--- config.mk ---
export PLATFORM = sky130hd
export DESIGN_NAME = cla_pipe_addsub
export DESIGN_NICKNAME = d
export VERILOG_FILES = /design/src/rtl/alu_pkg.sv /design/src/rtl/cla_group.sv /design/src/rtl/cla_pipe_addsub.sv
export SDC_FILE = /design/constraint.sdc
export NUM_CORES = 1
export LEC_CHECK = 0
export ABC_AREA = 1
export CAP_MARGIN = 10
export CORE_ASPECT_RATIO = 1.4
export CORE_MARGIN = 2
export CORE_UTILIZATION = 45
export DETAILED_ROUTE_END_ITERATION = 7
export PLACE_DENSITY = 0.7
export SETUP_SLACK_MARGIN = 0.05
export SYNTH_ARGS = -nofsm -noshare
export SYNTH_HDL_FRONTEND = slang
export SYNTH_SLANG_ARGS = --single-unit
--- constraint.sdc ---
create_clock -name clk -period 13.92 [get_ports clk]
set_input_delay 2.784 -clock clk [delete_from_list [all_inputs] [get_ports clk]]
set_output_delay 2.784 -clock clk [all_outputs]
set_load 0.005 [all_outputs]
--- src/rtl/alu_pkg.sv ---
// Opcode encodings shared by the ALU datapath units.
package alu_pkg;
  typedef logic [1:0] op_t;
  localparam op_t OP_ADD_WRAP = 2'b00;
  localparam op_t OP_ADD_SAT  = 2'b01;
  localparam op_t OP_SUB_SAT  = 2'b10;
  localparam op_t OP_LSAT     = 2'b11;
endpackage

--- src/rtl/cla_group.sv ---
// Combinational carry-lookahead group: in-group carries plus
// group generate/propagate and carry-out.
module cla_group #(
  parameter int GROUP_W = 4
) (
  input  logic [GROUP_W-1:0] a,
  input  logic [GROUP_W-1:0] b,
  input  logic               cin,
  output logic [GROUP_W-1:0] sum,
  output logic               g,
  output logic               p,
  output logic               cout
);
  logic [GROUP_W-1:0] gi;
  logic [GROUP_W-1:0] pi;
  logic [GROUP_W-1:0] c;

  always_comb begin
    gi   = a & b;
    pi   = a ^ b;
    c    = '0;
    c[0] = cin;
    for (int i = 1; i < GROUP_W; i++) begin
      c[i] = gi[i-1] | (pi[i-1] & c[i-1]);
    end
    g = 1'b0;
    p = 1'b1;
    for (int i = 0; i < GROUP_W; i++) begin
      g = gi[i] | (pi[i] & g);
      p = p & pi[i];
    end
  end

  assign sum  = pi ^ c;
  assign cout = g | (p & cin);
endmodule

--- src/rtl/cla_pipe_addsub.sv ---
// Pipelined CLA add/sub with wrap, full-width and lane saturation.
// Stage k adds slice k; upper operands skew forward, sums align at end.
module cla_pipe_addsub
  import alu_pkg::*;
#(
  parameter int WIDTH   = 16,
  parameter int GROUP_W = 4,
  parameter int LANE_W  = 4,
  parameter int STAGES  = 2
) (
  input  logic             clk,
  input  logic             rst,
  input  logic             flush,
  input  logic             in_valid,
  output logic             in_ready,
  input  logic [WIDTH-1:0] in_a,
  input  logic [WIDTH-1:0] in_b,
  input  op_t              in_op,
  output logic             out_valid,
  input  logic             out_ready,
  output logic [WIDTH-1:0] out_sum,
  output logic             out_ovfl,
  output logic             out_zero,
  output logic             out_neg
);
  localparam int SW  = WIDTH / STAGES;
  localparam int NG  = SW / GROUP_W;
  localparam int LPS = SW / LANE_W;
  localparam int L   = STAGES - 1;

  logic             adv;
  logic             valid_q;
  logic [WIDTH-1:0] sum_q, sum_d;
  logic             ovfl_q, ovfl_d;
  logic             zero_q, neg_q;
  logic [WIDTH-1:0] bp;

  assign adv      = ~valid_q | out_ready;
  assign in_ready = adv;
  assign bp       = (in_op == OP_SUB_SAT) ? ~in_b : in_b;

  for (genvar k = 0; k < STAGES; k++) begin : g_stg
    localparam int LO = k * SW;
    localparam int HI = LO + SW;
    logic [WIDTH-1:LO]    a_i, b_i;
    logic                 c_i, v_i;
    op_t                  op_i;
    logic [NG:0]          c;
    logic [SW-1:0]        raw, ss;
    logic [LPS-1:0]       lv;
    logic [HI-1:0]        s_o;
    logic [HI/LANE_W-1:0] lov_o;
    logic [NG-1:0]        g_unused, p_unused;

    if (k == 0) begin : g_in
      assign a_i   = in_a;
      assign b_i   = bp;
      assign c_i   = (in_op == OP_SUB_SAT);
      assign v_i   = in_valid & ~flush;
      assign op_i  = in_op;
      assign s_o   = ss;
      assign lov_o = lv;
    end else begin : g_reg
      logic                 v_q, c_q;
      op_t                  op_q;
      logic [WIDTH-1:LO]    a_q, b_q;
      logic [LO-1:0]        s_q;
      logic [LO/LANE_W-1:0] lov_q;

      always_ff @(posedge clk) begin
        if (rst || flush) v_q <= 1'b0;
        else if (adv)     v_q <= g_stg[k-1].v_i;
      end

      always_ff @(posedge clk) begin
        if (adv) begin
          c_q   <= g_stg[k-1].c[NG];
          op_q  <= g_stg[k-1].op_i;
          a_q   <= g_stg[k-1].a_i[WIDTH-1:LO];
          b_q   <= g_stg[k-1].b_i[WIDTH-1:LO];
          s_q   <= g_stg[k-1].s_o;
          lov_q <= g_stg[k-1].lov_o;
        end
      end

      assign a_i   = a_q;
      assign b_i   = b_q;
      assign c_i   = c_q;
      assign v_i   = v_q;
      assign op_i  = op_q;
      assign s_o   = {ss, s_q};
      assign lov_o = {lv, lov_q};
    end

    assign c[0] = c_i;
    for (genvar j = 0; j < NG; j++) begin : g_grp
      localparam int B = LO + j * GROUP_W;
      logic cin;
      // Lane boundaries kill the incoming carry in lane mode
      if (B % LANE_W == 0) begin : g_kill
        assign cin = (op_i == OP_LSAT) ? 1'b0 : c[j];
      end else begin : g_pass
        assign cin = c[j];
      end
      cla_group #(.GROUP_W(GROUP_W)) u_grp (
        .a    (a_i[B +: GROUP_W]),
        .b    (b_i[B +: GROUP_W]),
        .cin  (cin),
        .sum  (raw[j*GROUP_W +: GROUP_W]),
        .g    (g_unused[j]),
        .p    (p_unused[j]),
        .cout (c[j+1])
      );
    end

    for (genvar l = 0; l < LPS; l++) begin : g_lane
      localparam int M = l * LANE_W + LANE_W - 1;
      logic am, bm;
      assign am    = a_i[LO+M];
      assign bm    = b_i[LO+M];
      assign lv[l] = (am == bm) && (raw[M] != am);
      assign ss[l*LANE_W +: LANE_W] =
        (op_i == OP_LSAT && lv[l]) ? {am, {(LANE_W-1){~am}}}
                                   : raw[l*LANE_W +: LANE_W];
    end

    if (k == L) begin : g_last
      logic c_unused;
      assign c_unused = c[NG];
    end
  end

  logic a_m, b_m, s_m, vfull;
  op_t  op_l;

  assign op_l = g_stg[L].op_i;
  assign a_m  = g_stg[L].a_i[WIDTH-1];
  assign b_m  = g_stg[L].b_i[WIDTH-1];
  assign s_m  = g_stg[L].s_o[WIDTH-1];

  always_comb begin
    vfull  = (a_m == b_m) && (s_m != a_m);
    sum_d  = g_stg[L].s_o;
    ovfl_d = vfull;
    unique case (1'b1)
      op_l == OP_ADD_WRAP: ;
      op_l == OP_LSAT: ovfl_d = |g_stg[L].lov_o;
      op_l == OP_ADD_SAT,
      op_l == OP_SUB_SAT: begin
        if (vfull) sum_d = {a_m, {(WIDTH-1){~a_m}}};
      end
      default: ;
    endcase
  end

  always_ff @(posedge clk) begin
    if (rst) begin
      valid_q <= 1'b0;
      sum_q   <= '0;
      ovfl_q  <= 1'b0;
      zero_q  <= 1'b0;
      neg_q   <= 1'b0;
    end else begin
      if (flush)    valid_q <= 1'b0;
      else if (adv) valid_q <= g_stg[L].v_i;
      if (adv && g_stg[L].v_i && !flush) begin
        sum_q  <= sum_d;
        ovfl_q <= ovfl_d;
        zero_q <= (sum_d == '0);
        neg_q  <= sum_d[WIDTH-1];
      end
    end
  end

  assign out_valid = valid_q;
  assign out_sum   = sum_q;
  assign out_ovfl  = ovfl_q;
  assign out_zero  = zero_q;
  assign out_neg   = neg_q;
endmodule

After elaboration in Yosys (flattened, before gate mapping). Index checks and enable logic that the tools add are counted.

Flip-flop bits (word level): 50. Bits in latches: 0. Bits in writable memories: 0. Bits in read-only memories: 0. Input bits: 39. Output and inout bits: 21. Logic and storage cells: 133. Memories kept: 0.

Add/sub/neg operators: 0. Multiply operators: 0. Divide/modulo/power cells: 0. $lt $le $gt $ge: 0. Eq/ne operators: 14. Shift operators: 0. Muxes and demuxes: 12. Bitwise operators: 78. Reduce and logical (&&, ||, !) cells: 17.

Operators by type and width (number): $mux 16 (3); $and 1x1->1 (34); $xor 4x4->4 (8); $or 1x1->1 (25); $logic_not 16->1 (1); $mux 4 (4); $not 16->16 (1); $and 4x4->4 (3); $logic_and 1x1->1 (11); $eq 2x2->1 const B (4); $not 1->1 (6); $mux 1 (5); $ne 1x1->1 (5); $eq 1x1->1 (4); $reduce_or 2->1 (2); $reduce_or 4->1 (1); $and 3x3->3 (1); $eq 2x1->1 const B (1); $logic_not 1->1 (1); $logic_or 1x1->1 (1).

Logic depth before layout (Yosys ltp).
Depth after elaboration: 25. Depth in mapped cells: 23. Gate-level depth less buffers: 23.

Cells and area by module. From an unflattened synthesis, not the netlist that was laid out.

Cells, all modules: 366. Area, all modules: 3186.8 µm².

Modules (own cells, without submodules): cla_pipe_addsub (instances 1, cells each 258, area an instance 2351.0 µm², seq. area each 1271.2 µm²); cla_group (g_stg[0].g_grp[0].u_grp ...) (instances 3, cells each 27, area an instance 211.5 µm², seq. area each 0.0 µm²); cla_group (g_stg[1].g_grp[1].u_grp) (instances 1, cells each 27, area an instance 201.4 µm², seq. area each 0.0 µm²).

Least setup slack after synthesis. No wires, ideal clock.

Path kind: input to register. From: in in_op[1]. To: reg g_stg[1].g_reg.s_q[7], data pin. Library setup time: 0.254 ns. Arrival time: 6.020 ns. Data required time: 13.666 ns. Path slack: 7.646 ns. Cell stages on the path: 22. Path buffers: 1. Cells stage by stage: inv_1 nor2_2 buf_2 xor2_1 ha_1 a21oi_1 nor2_1 o21ai_0 nand3b_1 nand2_1 inv_1 fa_1 inv_1 fa_1 fa_1 xnor2_1 xor2_1 nor2_1 nand2_1 inv_1 nand2_1 o21a_1.

Word-level cells in the longest chain between the ends: 22. Elaborated cells between the ends (all ways): 32. Those cells by class: 4 x eq/ne; 4 x mux; 22 x bitwise; 2 x reduce/logical.

RTL lines: from (decl) (RTL line cla_pipe_addsub.sv:18) `input op_t in_op,`; $eq 2x2->1 (RTL line cla_pipe_addsub.sv:40, cla_pipe_addsub.sv:58); $mux 16 (RTL line cla_pipe_addsub.sv:40) `assign bp = (in_op == OP_SUB_SAT) ? ~in_b : in_b;`; $xor 4x4->4 / $and 4x4->4 (equally long branches) (RTL line cla_group.sv:20, cla_group.sv:19); $and 1x1->1 (RTL line cla_group.sv:29) `g = gi[i] | (pi[i] & g);`; $or 1x1->1 (RTL line cla_group.sv:29); $and 1x1->1 (RTL line cla_group.sv:29); $or 1x1->1 (RTL line cla_group.sv:29); $and 1x1->1 (RTL line cla_group.sv:29); (+8 left out); $or 1x1->1 (RTL line cla_group.sv:24) `c[i] = gi[i-1] | (pi[i-1] & c[i-1]);`; $xor 4x4->4 (RTL line cla_group.sv:34) `assign sum = pi ^ c;`; $ne 1x1->1 (RTL line cla_pipe_addsub.sv:121) `assign lv[l] = (am == bm) && (raw[M] != am);`; $logic_and 1x1->1 (*) (RTL line cla_pipe_addsub.sv:121); named net g_stg[0].lov_o[1] (RTL line cla_pipe_addsub.sv:52) `logic [HI/LANE_W-1:0] lov_o;`; $logic_and 1x1->1 (*) (RTL line cla_pipe_addsub.sv:123) `(op_i == OP_LSAT && lv[l]) ? {am, {(LANE_W-1){~am}}}`; $mux 4 (*) (RTL line cla_pipe_addsub.sv:123); named net g_stg[0].s_o[7] (RTL line cla_pipe_addsub.sv:51) `logic [HI-1:0] s_o;`; to (signal assigned) (RTL line cla_pipe_addsub.sv:81) `s_q <= g_stg[k-1].s_o;`; to (decl) (RTL line cla_pipe_addsub.sv:67) `logic [LO-1:0] s_q;`.

The timed path passes the listed nets; every way through them passes the cells marked *. A chain may end at the register's enable or synchronous reset.

Worst setup path after layout.
From: in out_ready. To: out in_ready.

Word-level cells in the longest chain between the ends: 1.

RTL lines: from (decl) (RTL line cla_pipe_addsub.sv:20) `input logic out_ready,`; $or 1x1->1 (RTL line cla_pipe_addsub.sv:38) `assign adv = ~valid_q | out_ready;`; to (decl) (RTL line cla_pipe_addsub.sv:15) `output logic in_ready,`.

No other way between the ends.

==> impl_metrics.tcl <==
set metrics [dict create \
    synth-compound-area-share_pct 10.2 \
    cts.path.max_buffers 2 \
    critPathMaxFanout 33 \
    io_pins 60 \
    grt_pass1_wl_um 9180 \
    hold_class "register to register" \
    syn_area_mm2 0.00284 \
    syn_nets 366 \
    firstDrtPassIters 4 \
    area_growth_pct 27.0 \
    rsz0062_at_grt "no" \
    clock_power_share_pct 26.0 \
    hold_start "out_zero" \
    ys_seq_area_share_pct 44.7 \
    p_leak_uw 0.00163 \
    final_nets 428 \
    syn-mean-instance-area_um2 9.41 \
    finalSetupViolCount 0 \
    synthSimpleGateAreaFrac_pct 16.4 \
    drv_cap 0 \
    reg2reg_depth 20 \
    crit_buf_inv 4 \
    synth_edf_count 29 \
    synthFlopType "edfxtp_1" \
    insertion_delay_ns 0.29 \
    critPathArrivalTime_ns 4.30 \
    grt_overflow_total 0 \
    p_seq_share_pct 47.4 \
    drive_gt1_share_pct 5.21 \
    holdBufCountCts 0 \
    ir_drop_v 0.0000696 \
    routed_wl_um 5130 \
    clk_pin_slew_ns 0.09 \
    clock_sinks 49 \
    n_antenna_cell 0 \
    cts_resized 0 \
    critical_path.max_stage_delay_ns 0.58 \
    cts_buffers 5 \
    crit_chain "clkdlybuf4s50_1, nor2_1, inv_1, buf_4, clkdlybuf4s50_1" \
    grt_max_degree 34 \
    swShare_pct 28.3 \
    grt_use_met3_pct 2.06 \
    synth_largest_area_cell "edfxtp_1" \
    slew_viol_final 0 \
    ys_ff_latch 49 \
    ant_nets 0 \
    r2r_end "out_sum[3]" \
    worstReg2RegStart "g_stg[1].g_reg.op_q[0]" \
    synthTopCellsByArea "edfxtp_1 (31%), dfxtp_1 (14%), nand2_1 (8.9%)" \
    grt_pass1_vias 2148 \
    crit_path_end_kind "primary output" \
    cts-root-buf "clkbuf_8" \
    worst-r2r-setup-slack_ns 10.00 \
    relSlewSlack_pct 33.0 \
    fin_tns_setup_ns 0 \
    post_cts_buffers 0 \
    drt_iter0_drc 103 \
    grt_use_total_pct 16.0 \
    antenna_found_initial 0 \
    place_inst 429 \
    max_freq_mhz 141 \
    synth_most_common_cell "nand2_1" \
    hpwl_um 4150 \
    slowest_stage "clkdlybuf4s50_1" \
    finalNonFillerCells 437 \
    synth_xor_area_share_pct 6.78 \
    synth_adder_area_share_pct 14.2 \
    p_sw_uw 107 \
    fp.dieW_um 71.2 \
    hold_depth 2 \
    worst-slew-pin-transition_ns 1.00 \
    busiest_layer "met2" \
    num_rows 34 \
    netlist_instances 302 \
    synth_commonest_cells "nand2_1 (67), inv_1 (46), edfxtp_1 (29), dfxtp_1 (20), o21ai_0 (20)" \
    cts_max_level 2 \
    status "completed" \
    port_buffers 59 \
    viasPerCell 4.81 \
    place.gp.congestion 0.822 \
    via_count 2102 \
    routedWlPerCell_um 11.7 \
    use_met1_pct 18.5 \
    cts_tree "built" \
    finClkSkew_ns 0.00786 \
    yosys.area.top_type_share_pct 30.6 \
    initial_core_util_pct 46.1 \
    async_flop_share_pct 0 \
    worstHoldEndpoint "out_zero" \
    p_int_uw 271 \
    yosysUniqueCellTypes 33 \
    chipHeight_um 98.0 \
    finalHoldViolCount 0 \
    synthMuxAreaShare_pct 0 \
    yosys_warnings 0 \
    die-area_mm2 0.00698 \
    combPwrFrac_pct 26.6 \
    grt_use_met2_pct 29.6 \
    core_area_mm2 0.00617 \
    critPathLaunchType "input pin" \
    critPathKind "input pin to primary output" \
    layout_min_cycle_time_ns 7.08 \
    crit_top_cell "clkdlybuf4s50_1" \
    drc 0 \
    p_per_area_mw_per_mm2 105 \
    worstPathRequired_ns 11.14 \
    crit_start "out_ready" \
    synth_top_family_by_area "simple AND/OR/NAND/NOR gates" \
    min_period_over_period_pct 50.9 \
    crit_family "buffers and inverters" \
]
==> worst register-to-register path, stage by stage (launching register included) <==
cell	delay, ns
edfxtp_1	0.34
ha_1	0.29
nor2_1	0.15
nand2_1	0.08
a21boi_0	0.07
o21a_1	0.18
o21a_1	0.16
o21ai_0	0.14
inv_1	0.07
fa_1	0.37
fa_1	0.39
fa_1	0.47
inv_1	0.10
nand3_2	0.09
nand2_4	0.12
nand4_1	0.22
nand2_1	0.13
clkinv_1	0.23
nand2_1	0.14
o211ai_1	0.09
inv_1	0.06
==> per-stage QoR <==
step	power, uW	setup WS, ns	hold WS (ns)	util [%]	cell area (um^2)
after floorplan	250	7.65	0.467	-	2840
after global placement	281	6.71	0.470	56.8	3500
after detailed placement	284	6.52	0.477	56.8	3500
after CTS	382	6.83	0.490	58.5	3610
after global routing	404	6.42	0.520	58.5	3610
final	378	6.84	0.489	58.5	3610
==> registers in the layout, indices dropped and copies added (netlist names) <==
register and count:
g_stg.a_i 8, out_valid 1, g_stg.g_reg.op_q 2, g_stg.g_reg.s_q 8
out_ovfl 1, out_sum 16, g_stg.c_i 1, out_zero 1
g_stg.g_reg.v_q 1, g_stg.b_i 8, g_stg.g_reg.lov_q 2
==> power groups by stage <==
stage,sequential (uW),combinational (uW),clock [uW]
after floorplan,181,68.5,0
after CTS,179,102,100
after detailed placement,183,101,0
after global routing,181,117,106
after global placement,182,98.3,0
final,179,101,98.5
==> worst max path at each step <==
stage,end,cells after the start
floorplan,g_stg[1].g_reg.s_q[7],22
global placement,g_stg[1].g_reg.s_q[7],23
detailed placement,g_stg[1].g_reg.s_q[7],23
CTS,in_ready,5
global route,g_stg[1].g_reg.s_q[7],22
finish,in_ready,5
==> cell families (layout without fill, tap and decap cells) <==
kind of cell,count (synthesis),count (layout)
adder cells (fa/ha/maj),25,25
flip-flops,49,49
AO/OA/AOI/OAI,49,49
XOR/XNOR,22,22
buffers and inverters,55,118
AND/OR/NAND/NOR,102,102
==> layer usage <==
metal,vias up,wire length [um]
met1,951,2140
met5,-,0
met2,50,2750
met3,4,163
met4,0,81
li1,1097,-
==> placed cells by master (no fill, tap or decap), types with 2 or more instances in the layout <==
cell and count:
clkinv_1 2, buf_4 2, nor2_1 18, nand3b_1 2, ha_1 13, nand4_1 2, inv_1 46, fa_1 12
xor2_1 16, nand3_2 2, a21oi_1 12, nand3_4 2, clkdlybuf4s50_1 59, dfxtp_1 20, nand3_1 5, inv_2 2
clkbuf_8 5, xnor2_1 6, o211ai_1 8, o21a_1 4, edfxtp_1 29, nand2_1 67, o21ai_0 20
==> layout make-up <==
type,count,area (um^2)
clock buffers,6,72.6
repair buffers,61,606
multi-input cells,198,1350
clock inverters,2,33.8
well taps,72,90.1
fillers,577,2560
inverters,49,184
flip-flops and latches,49,1270
Power figures use the tool's default switching activity.
